[src/rtl/ct_spsram_512x59_arb_if.sv]
// Request, read-return and SRAM-pin bundle for ct_spsram_512x59_arb.
// slave = arbiter side; master = requesters plus the SRAM macro wrapper.
interface ct_spsram_512x59_arb_if #(
   parameter int ADDR_WIDTH = 9,
   parameter int DATA_WIDTH = 59
);
   logic                  req0_vld;
   logic                  req0_wr;
   logic [ADDR_WIDTH-1:0] req0_addr;
   logic [DATA_WIDTH-1:0] req0_wdata;
   logic [DATA_WIDTH-1:0] req0_wmask;
   logic                  req0_gnt;

   logic                  req1_vld;
   logic                  req1_wr;
   logic [ADDR_WIDTH-1:0] req1_addr;
   logic [DATA_WIDTH-1:0] req1_wdata;
   logic [DATA_WIDTH-1:0] req1_wmask;
   logic                  req1_gnt;

   logic                  rdata_vld;
   logic                  rdata_id;
   logic [DATA_WIDTH-1:0] rdata;
   logic                  init_busy;

   logic                  sram_cen;
   logic                  sram_gwen;
   logic [DATA_WIDTH-1:0] sram_wen;
   logic [ADDR_WIDTH-1:0] sram_a;
   logic [DATA_WIDTH-1:0] sram_d;
   logic [DATA_WIDTH-1:0] sram_q;

   modport slave (
      input  req0_vld, req0_wr, req0_addr, req0_wdata, req0_wmask,
      output req0_gnt,
      input  req1_vld, req1_wr, req1_addr, req1_wdata, req1_wmask,
      output req1_gnt,
      output rdata_vld, rdata_id, rdata, init_busy,
      output sram_cen, sram_gwen, sram_wen, sram_a, sram_d,
      input  sram_q
   );

   modport master (
      output req0_vld, req0_wr, req0_addr, req0_wdata, req0_wmask,
      input  req0_gnt,
      output req1_vld, req1_wr, req1_addr, req1_wdata, req1_wmask,
      input  req1_gnt,
      input  rdata_vld, rdata_id, rdata, init_busy,
      input  sram_cen, sram_gwen, sram_wen, sram_a, sram_d,
      output sram_q
   );
endinterface

[src/rtl/ct_spsram_512x59_arb.sv]
// Round-robin two-requester arbiter/sequencer for a 512x59 single-port SRAM.
// Optional power-up clear sequence enabled by macro CT_SPSRAM_ARB_INIT_EN.
module ct_spsram_512x59_arb #(
   parameter int ADDR_WIDTH = 9,
   parameter int DATA_WIDTH = 59,
   parameter int INIT_DEPTH = 512
) (
   input  logic                  forever_cpuclk,
   input  logic                  cpurst_b,
   ct_spsram_512x59_arb_if.slave bus
);
   logic                  run;
   logic                  init_act;
   logic [ADDR_WIDTH-1:0] init_addr;
   logic                  gnt0;
   logic                  gnt1;
   logic                  gnt_any;
   logic                  acc_wr;
   logic [ADDR_WIDTH-1:0] acc_addr;
   logic [DATA_WIDTH-1:0] acc_wdata;
   logic [DATA_WIDTH-1:0] acc_wmask;
   logic                  rr_ptr_q, rr_ptr_d;
   logic                  rd_pend_q, rd_pend_d;
   logic                  rd_id_q, rd_id_d;
   logic [DATA_WIDTH-1:0] hold_q, hold_d;
   logic [ADDR_WIDTH-1:0] sram_a_q, sram_a_d;
   logic [DATA_WIDTH-1:0] sram_d_q, sram_d_d;

   if (INIT_DEPTH < 1 || INIT_DEPTH > (1 << ADDR_WIDTH)) begin : g_bad_init_depth
      $error("INIT_DEPTH must lie in 1 .. 2**ADDR_WIDTH");
   end

`ifdef CT_SPSRAM_ARB_INIT_EN
   typedef enum logic {ST_INIT = 1'b0, ST_RUN = 1'b1} state_e;
   localparam logic [ADDR_WIDTH-1:0] INIT_LAST = ADDR_WIDTH'(INIT_DEPTH - 1);

   state_e                state_q, state_d;
   logic [ADDR_WIDTH-1:0] init_cnt_q, init_cnt_d;

   always_ff @(posedge forever_cpuclk or negedge cpurst_b) begin
      if (!cpurst_b) begin
         state_q    <= ST_INIT;
         init_cnt_q <= '0;
      end else begin
         state_q    <= state_d;
         init_cnt_q <= init_cnt_d;
      end
   end

   // Gating with cpurst_b keeps the SRAM idle while reset is held low.
   always_comb begin
      state_d    = state_q;
      init_cnt_d = init_cnt_q;
      init_act   = 1'b0;
      run        = 1'b0;
      case (state_q)
         ST_INIT: begin
            init_act   = cpurst_b;
            init_cnt_d = init_cnt_q + ADDR_WIDTH'(1);
            if (init_cnt_q == INIT_LAST) state_d = ST_RUN;
         end
         default: run = cpurst_b;
      endcase
   end

   assign init_addr = init_cnt_q;
`else
   assign run       = cpurst_b;
   assign init_act  = 1'b0;
   assign init_addr = '0;
`endif

   // rr_ptr names the requester that wins the next tie.
   always_comb begin
      gnt0      = run & bus.req0_vld & (~bus.req1_vld | ~rr_ptr_q);
      gnt1      = run & bus.req1_vld & (~bus.req0_vld |  rr_ptr_q);
      gnt_any   = gnt0 | gnt1;
      acc_wr    = gnt1 ? bus.req1_wr    : bus.req0_wr;
      acc_addr  = gnt1 ? bus.req1_addr  : bus.req0_addr;
      acc_wdata = gnt1 ? bus.req1_wdata : bus.req0_wdata;
      acc_wmask = gnt1 ? bus.req1_wmask : bus.req0_wmask;

      rr_ptr_d = rr_ptr_q;
      if (gnt0)      rr_ptr_d = 1'b1;
      else if (gnt1) rr_ptr_d = 1'b0;

      rd_pend_d = gnt_any & ~acc_wr;
      rd_id_d   = rd_pend_d ? gnt1 : rd_id_q;
      hold_d    = rd_pend_q ? bus.sram_q : hold_q;
   end

   // Address and data pins hold their last value when idle to avoid toggling.
   always_comb begin
      bus.sram_cen  = 1'b1;
      bus.sram_gwen = 1'b1;
      bus.sram_wen  = '1;
      sram_a_d      = sram_a_q;
      sram_d_d      = sram_d_q;
      if (init_act) begin
         bus.sram_cen  = 1'b0;
         bus.sram_gwen = 1'b0;
         bus.sram_wen  = '0;
         sram_a_d      = init_addr;
         sram_d_d      = '0;
      end else if (gnt_any) begin
         bus.sram_cen  = 1'b0;
         bus.sram_gwen = ~acc_wr;
         bus.sram_wen  = acc_wr ? ~acc_wmask : '1;
         sram_a_d      = acc_addr;
         sram_d_d      = acc_wr ? acc_wdata : sram_d_q;
      end
   end

   always_ff @(posedge forever_cpuclk or negedge cpurst_b) begin
      if (!cpurst_b) begin
         rr_ptr_q  <= 1'b0;
         rd_pend_q <= 1'b0;
         rd_id_q   <= 1'b0;
         hold_q    <= '0;
      end else begin
         rr_ptr_q  <= rr_ptr_d;
         rd_pend_q <= rd_pend_d;
         rd_id_q   <= rd_id_d;
         hold_q    <= hold_d;
      end
   end

   always_ff @(posedge forever_cpuclk) begin
      sram_a_q <= sram_a_d;
      sram_d_q <= sram_d_d;
   end

   assign bus.req0_gnt  = gnt0;
   assign bus.req1_gnt  = gnt1;
   assign bus.sram_a    = sram_a_d;
   assign bus.sram_d    = sram_d_d;
   assign bus.init_busy = init_act;
   assign bus.rdata_vld = rd_pend_q;
   assign bus.rdata_id  = rd_id_q;
   assign bus.rdata     = rd_pend_q ? bus.sram_q : hold_q;
endmodule

[src/flat_wrapper.sv]
// flat-port wrapper written by rule: the top's interface ports become plain ports
module ct_spsram_512x59_arb_flat 
#(
   parameter int ADDR_WIDTH = 9,
   parameter int DATA_WIDTH = 59,
   parameter int INIT_DEPTH = 512
)
  (forever_cpuclk, cpurst_b, bus_req0_vld, bus_req0_wr, bus_req0_addr, bus_req0_wdata, bus_req0_wmask, bus_req0_gnt, bus_req1_vld, bus_req1_wr, bus_req1_addr, bus_req1_wdata, bus_req1_wmask, bus_req1_gnt, bus_rdata_vld, bus_rdata_id, bus_rdata, bus_init_busy, bus_sram_cen, bus_sram_gwen, bus_sram_wen, bus_sram_a, bus_sram_d, bus_sram_q);
  ct_spsram_512x59_arb_if #(.ADDR_WIDTH(ADDR_WIDTH), .DATA_WIDTH(DATA_WIDTH)) bus_i ();
  input  logic forever_cpuclk;
  input  logic cpurst_b;
  input wire logic [$bits(bus_i.req0_vld)-1:0] bus_req0_vld;
  input wire logic [$bits(bus_i.req0_wr)-1:0] bus_req0_wr;
  input wire logic [$bits(bus_i.req0_addr)-1:0] bus_req0_addr;
  input wire logic [$bits(bus_i.req0_wdata)-1:0] bus_req0_wdata;
  input wire logic [$bits(bus_i.req0_wmask)-1:0] bus_req0_wmask;
  output wire logic [$bits(bus_i.req0_gnt)-1:0] bus_req0_gnt;
  input wire logic [$bits(bus_i.req1_vld)-1:0] bus_req1_vld;
  input wire logic [$bits(bus_i.req1_wr)-1:0] bus_req1_wr;
  input wire logic [$bits(bus_i.req1_addr)-1:0] bus_req1_addr;
  input wire logic [$bits(bus_i.req1_wdata)-1:0] bus_req1_wdata;
  input wire logic [$bits(bus_i.req1_wmask)-1:0] bus_req1_wmask;
  output wire logic [$bits(bus_i.req1_gnt)-1:0] bus_req1_gnt;
  output wire logic [$bits(bus_i.rdata_vld)-1:0] bus_rdata_vld;
  output wire logic [$bits(bus_i.rdata_id)-1:0] bus_rdata_id;
  output wire logic [$bits(bus_i.rdata)-1:0] bus_rdata;
  output wire logic [$bits(bus_i.init_busy)-1:0] bus_init_busy;
  output wire logic [$bits(bus_i.sram_cen)-1:0] bus_sram_cen;
  output wire logic [$bits(bus_i.sram_gwen)-1:0] bus_sram_gwen;
  output wire logic [$bits(bus_i.sram_wen)-1:0] bus_sram_wen;
  output wire logic [$bits(bus_i.sram_a)-1:0] bus_sram_a;
  output wire logic [$bits(bus_i.sram_d)-1:0] bus_sram_d;
  input wire logic [$bits(bus_i.sram_q)-1:0] bus_sram_q;
  assign bus_i.req0_vld = bus_req0_vld;
  assign bus_i.req0_wr = bus_req0_wr;
  assign bus_i.req0_addr = bus_req0_addr;
  assign bus_i.req0_wdata = bus_req0_wdata;
  assign bus_i.req0_wmask = bus_req0_wmask;
  assign bus_req0_gnt = bus_i.req0_gnt;
  assign bus_i.req1_vld = bus_req1_vld;
  assign bus_i.req1_wr = bus_req1_wr;
  assign bus_i.req1_addr = bus_req1_addr;
  assign bus_i.req1_wdata = bus_req1_wdata;
  assign bus_i.req1_wmask = bus_req1_wmask;
  assign bus_req1_gnt = bus_i.req1_gnt;
  assign bus_rdata_vld = bus_i.rdata_vld;
  assign bus_rdata_id = bus_i.rdata_id;
  assign bus_rdata = bus_i.rdata;
  assign bus_init_busy = bus_i.init_busy;
  assign bus_sram_cen = bus_i.sram_cen;
  assign bus_sram_gwen = bus_i.sram_gwen;
  assign bus_sram_wen = bus_i.sram_wen;
  assign bus_sram_a = bus_i.sram_a;
  assign bus_sram_d = bus_i.sram_d;
  assign bus_i.sram_q = bus_sram_q;
  ct_spsram_512x59_arb #(.ADDR_WIDTH(ADDR_WIDTH), .DATA_WIDTH(DATA_WIDTH), .INIT_DEPTH(INIT_DEPTH)) u_core (.forever_cpuclk(forever_cpuclk), .cpurst_b(cpurst_b), .bus(bus_i));
endmodule
[config.mk]
export PLATFORM = sky130hd
export DESIGN_NAME = ct_spsram_512x59_arb_flat
export DESIGN_NICKNAME = d
export VERILOG_FILES = /design/src/rtl/ct_spsram_512x59_arb_if.sv /design/src/rtl/ct_spsram_512x59_arb.sv /design/src/flat_wrapper.sv
export SDC_FILE = /design/constraint.sdc
export NUM_CORES = 1
export LEC_CHECK = 0
export BUFFER_PORTS_ARGS = -buffer_cell sky130_fd_sc_hd__buf_2
export CORE_AREA = 2 2 201 203
export CTS_CLUSTER_SIZE = 14
export DETAILED_ROUTE_END_ITERATION = 10
export DIE_AREA = 0 0 203 205
export GPL_TIMING_DRIVEN = 0
export HOLD_SLACK_MARGIN = 0.12
export MAX_ROUTING_LAYER = met4
export REMOVE_ABC_BUFFERS = 1
export SLEW_MARGIN = 20
export SYNTH_ARGS = -nofsm -noshare
export SYNTH_HDL_FRONTEND = slang
export SYNTH_SLANG_ARGS = --single-unit
export TNS_END_PERCENT = 50
[constraint.sdc]
create_clock -name forever_cpuclk -period 2 [get_ports forever_cpuclk]
set_input_delay 0.1 -clock forever_cpuclk [delete_from_list [all_inputs] [get_ports forever_cpuclk]]
set_output_delay 0.1 -clock forever_cpuclk [all_outputs]
set_load 0.02 [all_outputs]
==> out/metrics.yaml, run 1 <==
cts_max_level: 4
hold_viol: 0
root_buffer: "clkbuf_16"
numCtsBuffers: 17
synthAdderAreaFrac_pct: 0
syn_avg_cell_area_um2: 12.61
ant_nets: 0
fp.dieH_um: 205
cp_data_arrival_time_ps: 2260
crit_type: "flop to primary output"
grt_overflow: 0
p_leak_nw: 6.971
reg2reg_depth: 10
min_to: "u_core.sram_a_q[8]$_DFF_P_"
worst_hold_path_type: "input port to flop"
muxShareOfSynthArea_pct: 43.92
numClockSinks: 130
endpoint_kind: "primary output"
drive_gt1_share_pct: 69.19
synth_compound_area_share_pct: 1.442
r2r_end: "u_core.sram_a_q[0]$_DFF_P_"
ir_worst_vdd_uv: 553.8
grt_pass1_vias: 7786
rows: 73
max-cap-violations: 0
met1_usage_pct: 17.21
drv_slew: 0
period_minus_slack_ps: 2362
placed_cell_area_mm2: 0.009537
rsz0062_at_grt: "true"
met3_usage_pct: 3.898
clockBufferDepth: 2
die_area_mm2: 0.04162
met2_usage_pct: 29.72
synth_simple_gate_area_share_pct: 5.302
ys_seq_elements: 130
synth_top_family_by_area: "multiplexers"
multi_input_area_mm2: 0.003774
synthTopCellsByArea: "mux2_2, dfrtp_1, dfxtp_1"
syn-cell-area_mm2: 0.006419
drt_iter0_markers: 369
ys_seq_area_share_pct: 45.38
min_path_cells: 4
pre_cts_ws_ps: -757.6
synthCells: 509
synth-xor-area-share_pct: 0
clock_latency_ps: 430
max_freq_mhz: 423.4
area_growth_pct: 123.7
violations: "negative setup slack"
path_clk_slew_ps: 60
nets: 1588
yosysWarnings: 0
wl_um: 36250
worstSetupStartpointType: "flop"
r2r_slack_ps: -180
timing.rr.start: "u_core.rr_ptr_q$_DFFE_PN0N_"
port_buffers: 510
critPathMaxFanout: 8
min_period_over_period_pct: 118.1
critPathRequiredTime_ps: 1900
hold_ws_ps: 167.6
yosys.cell_types.count: 23
globalRouteTotalUtil_pct: 16.80
worst_pin_slew_ps: 794.6
p_total_mw: 12.01
firstDrtPassIters: 6
p_per_area_mw_per_mm2: 836.8
crit_path_start: "u_core.rr_ptr_q$_DFFE_PN0N_"
core-area_mm2: 0.03937
status: "finished with violations"
grt_max_degree: 61
hpwlAfterDp_um: 21740
cts_tree: "built"
io-pin-count: 512
top_usage_layer: "met2"
die_width_um: 203
regArea_mm2: 0.002917
finalWorstSetupSlack_ps: -361.7
drc: 0
grt_pass1_wl_um: 49090
postLayoutCoreUtil_pct: 36.47
initial_utilization_pct: 16.30
final_area_mm2: 0.01436
synth_area_leader_cell: "mux2_2"
finalSetupViolCount: 191
grt_antenna_before_repair: 3
place.gp.congestion: 0.8208
yosys.area.top_type_share_pct: 31.40
post_drt_via_cell_ratio: 3.945
fillers: 3711
wire_per_inst_um: 20.04
vias: 7137
maxSlewHeadroom_pct: 47.02
hold_start: "bus_req0_addr[8]"
fin_skew_ps: 7.922
## through the flow
step           setup TNS [ps]  cells
6_report               -39160   1809
5_1_grt                -57170   1809
4_1_cts                -42870   1789
3_5_place_dp           -67990   1512
3_3_place_gp          -925660   1507
2_1_floorplan         -437110    472
## layout make-up
cell class                 instances  area share (%)
sequential                       130           20.31
clock inverter                    13           1.264
antenna                            2         0.03486
multi-input combinational        340           26.28
clock buffer                      19           3.155
tap                              525           4.575
timing repair buffer             776           44.25
inverter                           4          0.1220
## worst max path at each step
stage	to
final	bus_sram_d[11]
after global routing	bus_sram_d[11]
after CTS	bus_sram_d[11]
after detailed placement	bus_sram_d[11]
after global placement	bus_sram_d[11]
after floorplan	bus_sram_wen[0]
## kinds of logic after synthesis
group           after synthesis
compound gates               15
buf+inv                      41
flops                       130
mux                         236
other cells                   1
simple gates                 86
## per-layer routing
metal  vias up  share of wire [%]
li1       3308                  -
met1      3361                 38
met2       402                 51
met3        66                6.2
met4         0                4.7
met5         -                  0
## repair_timing
item                                    4_1_cts  5_1_grt
gates resized for setup                     282      115
endpoints found under the setup margin      241      197
hold endpoints to repair                    191        0
hold buffers                                201        0
cloned                                       14        4
pin swaps                                    13       10
buffers inserted                             31       16
## power breakdown
group          total, mW  internal, mW  leakage, nW  switching (mW)
Clock               3.40          2.15        0.299            1.25
Sequential          3.46          3.24         1.30           0.216
Combinational       5.16          2.74         5.37            2.41
## synthesized netlist by cell type (all sizes together)
cell type	n
dfxtp	68
o21a	2
clkbuf	6
inv	4
conb	1
and3	3
buf	31
nand2	62
nor2	18
nand2b	1
mux2	236
a31oi	1
o21ai	2
a21oi	1
nand3	2
o22ai	9
dfrtp	62
## flip-flops by register name (all words and copies together), names as in the netlist
register and count:
u_core.hold_q 59, u_core.sram_d_q 59, u_core.sram_a_q 9, u_core.bus.rdata_id 1, u_core.bus.rdata_vld 1, u_core.rr_ptr_q 1
## cells in the final DEF, fill, tap and decap left out, types with 4 or more instances in the layout
cell,instances
buf_12,15
buf_16,14
buf_2,387
buf_4,52
buf_6,98
buf_8,4
bufinv_16,4
clkbuf_16,21
clkinvlp_4,4
dfrtp_1,61
dfxtp_1,68
dlygate4sd3_1,196
dlymetal6s4s_1,4
mux2_2,109
mux2_4,125
nand2_1,36
nand2_2,16
nand2_4,10
nor2_1,8
nor2_2,9
o22ai_1,9
## worst max-delay path: stages (launching register included)
cell      delay [ps]
dfrtp_1          360
nand2b_4         150
nand3_4          100
buf_16           180
buf_12           130
buf_16           140
mux2_4           320
mux2_4           270
buf_6            140
Note: power is estimated with default switching activity, not from simulation.
==> run 2, diff against run 1 <==
SETUP_SLACK_MARGIN = 0.15   (was unset)
==> out/metrics.yaml, run 2 (synthesized netlist as in run 1, its figures left out) <==
vias: 7283  # was 7137
hpwlAfterDp_um: 21740  # unchanged
path_clk_slew_ps: 60  # about the same
hold_viol: 0  # unchanged
place_inst: 1512  # unchanged
ir_worst_vdd_uv: 552.9  # was 553.8 uV
worstSetupStartpointType: "flop"  # unchanged
cp_data_arrival_time_ps: 2270  # was 2260 ps
root_buffer: "clkbuf_16"  # unchanged
max-cap-violations: 0  # unchanged
grt_antenna_before_repair: 4  # was 3
die_width_um: 203  # unchanged
numCtsBuffers: 17  # unchanged
numClockSinks: 130  # unchanged
die_area_mm2: 0.04162  # unchanged
internal_power_mw: 8.232  # was 8.134 mW
min_period_over_period_pct: 118.3  # was 118.1%
drv_slew: 0  # unchanged
wire_per_inst_um: 20.72  # was 20.04 um
rows: 73  # unchanged
finalWorstSetupSlack_ps: -366.3  # was -361.7 ps
reg2reg_depth: 8  # was 10
drc: 0  # unchanged
io-pin-count: 512  # unchanged
cts_max_level: 4  # unchanged
violations: "negative setup slack"  # unchanged
grt_max_degree: 61  # unchanged
clkPwrFrac_pct: 27.9  # was 28.3%
critPathRequiredTime_ps: 1900  # about the same
fin_skew_ps: 7.784  # was 7.922 ps
grt_pass1_vias: 7800  # was 7786
port_buffers: 510  # unchanged
worst_hold_path_type: "input port to async pin"  # was input port to flop
initial_utilization_pct: 16.30  # unchanged
clockBufferDepth: 2  # unchanged
cts_tree: "built"  # unchanged
wl_um: 37640  # was 36250 um
comb_power_share_pct: 43.8  # was 42.9%
area_growth_pct: 132.7  # was 123.7%
cp_cell_sequence: "nand2b_4, nand3_4, buf_16, buf_12, buf_16, mux2_4, mux2_4, buf_6"  # unchanged
core-area_mm2: 0.03937  # unchanged
p_per_area_mw_per_mm2: 816.4  # was 836.8 mW/mm^2
rsz0062_at_grt: "true"  # unchanged
nets: 1594  # was 1588
mostFrequentLayoutCells: "buf_2, dlygate4sd3_1, mux2_4, buf_6, mux2_2"  # was buf_2, dlygate4sd3_1, mux2_4, mux2_2, buf_6
met2_usage_pct: 29.48  # was 29.72%
post_drt_via_cell_ratio: 4.010  # was 3.945
firstDrtPassIters: 4  # was 6
crit_type: "flop to primary output"  # unchanged
crit_path_max_incr_delay_ps: 390  # was 360 ps
max_freq_mhz: 422.6  # was 423.4 MHz
largestRegisters: "u_core.hold_q x59, u_core.sram_d_q x59, u_core.sram_a_q x9"  # unchanged
grt_overflow: 0  # unchanged
p_sw_share_pct: 32.50  # was 32.30%
ant_nets: 0  # unchanged
clock_latency_ps: 430  # about the same
drt_iter0_markers: 336  # was 369
endpoint_kind: "primary output"  # unchanged
r2r_slack_ps: 0  # was -180 ps
fp.dieH_um: 205  # unchanged
fin_cells: 1816  # was 1809
final_common_cell: "buf_2"  # unchanged
critPathMaxFanout: 8  # unchanged
grt_pass1_wl_um: 48850  # was 49090 um
place.gp.congestion: 0.8208  # unchanged
globalRouteTotalUtil_pct: 16.78  # was 16.80%
top_usage_layer: "met2"  # unchanged
r2r_end: "u_core.sram_d_q[49]$_DFF_P_"  # was u_core.sram_a_q[0]$_DFF_P_
worst_pin_slew_ps: 785.9  # was 794.6 ps
p_seq_share_pct: 28.4  # was 28.8%
finalSetupViolCount: 188  # was 191
period_minus_slack_ps: 2366  # was 2362 ps
drive_gt1_share_pct: 71.04  # was 69.19%
cp_slowest_cell: "dfrtp_1"  # unchanged
maxSlewHeadroom_pct: 47.60  # was 47.02%
met3_usage_pct: 4.200  # was 3.898%
met1_usage_pct: 16.80  # was 17.21%
p_switching_mw: 3.964  # was 3.880 mW
status: "finished with violations"  # unchanged
p_leak_nw: 7.377  # was 6.971 nW
fin_setup_tns_ps: -37370  # was -39160 ps
timing.rr.start: "u_core.rr_ptr_q$_DFFE_PN0N_"  # unchanged
-- run 2: changes by cell type in the layout (fill, tap and decap cells not counted), sizes merged --
cell | before | now
diode | 2 | 3
buf | 570 | 574
dlygate4sd3 | 196 | 200
dlymetal6s4s | 4 | 0
bufbuf | 2 | 0
clkbuf | 23 | 27
-- run 2: how the worst max path moves through the flow --
| stage | start | endpoint | slack (ps) | depth (start not counted) |
|---|---|---|---|---|
| 4_1_cts | u_core.rr_ptr_q$_DFFE_PN0N_ | bus_sram_d[17] | -420 | 6 |
| 2_1_floorplan | u_core.rr_ptr_q$_DFFE_PN0N_ | bus_sram_wen[0] | -2260 | 4 |
| 3_3_place_gp | cpurst_b | bus_sram_d[11] | -4760 | 4 |
| 6_report | u_core.rr_ptr_q$_DFFE_PN0N_ | bus_sram_d[11] | -370 | 8 |
| 5_1_grt | u_core.rr_ptr_q$_DFFE_PN0N_ | bus_sram_d[17] | -460 | 8 |
| 3_5_place_dp | cpurst_b | bus_sram_d[11] | -760 | 8 |
-- run 2: critical path, delay by kind of cell, from the launching register on --
| kind | cells | cell delay (ps) |
|---|---|---|
| muxes | 2 | 590 |
| DFF | 1 | 390 |
| buffers and inverters | 4 | 550 |
| and+or+nand+nor | 2 | 260 |
-- run 2: through the flow --
step                cell area, um^2  total power [mW]  hold WS (ps)  utilization [%]  setup WS [ps]
global route                  14940             12.70         203.4            37.95         -458.5
global placement               9393             7.060         325.5            23.86          -4761
CTS                           13740             11.62         120.3            34.91         -416.4
floorplan                      6183             5.678        -195.6                -          -2261
detailed placement             9537             7.052        -46.09            24.23         -757.6
finish                        14940             12.20         204.8            37.95         -366.3
-- run 2: layout make-up --
| cell class | count | area, um^2 |
|---|---|---|
| fill | 3645 | 24430 |
| inverter | 4 | 15.01 |
| tap | 525 | 656.9 |
| clock buffer | 19 | 452.9 |
| sequential | 130 | 2917 |
| antenna | 3 | 7.507 |
| multi-input combinational | 340 | 4028 |
| clock inverter | 13 | 181.4 |
| timing repair buffer | 782 | 6681 |
-- run 2: power by group through the flow --
| stage | Combinational (mW) | Sequential, mW | Clock [mW] |
|---|---|---|---|
| finish | 5.34 | 3.46 | 3.40 |
| detailed placement | 3.57 | 3.48 | 0 |
| floorplan | 2.25 | 3.43 | 0 |
| CTS | 4.70 | 3.43 | 3.49 |
| global placement | 3.61 | 3.45 | 0 |
| global route | 5.57 | 3.52 | 3.62 |
-- run 2: repair_timing --
| item | in CTS | in global routing |
|---|---|---|
| hold buffers | 201 | 0 |
| gates resized for setup | 272 | 239 |
| hold endpoints to repair | 191 | 0 |
| pin swaps | 4 | 19 |
| buffers inserted | 26 | 17 |
| setup endpoints to repair | 246 | 208 |
| cloned | 16 | 9 |
-- run 2: layer usage --
layer  vias to the layer above  share of wire [%]
met3                        98                6.2
li1                       3332                  -
met5                         -                  0
met1                      3417                 37
met4                         0                5.1
met2                       436                 52
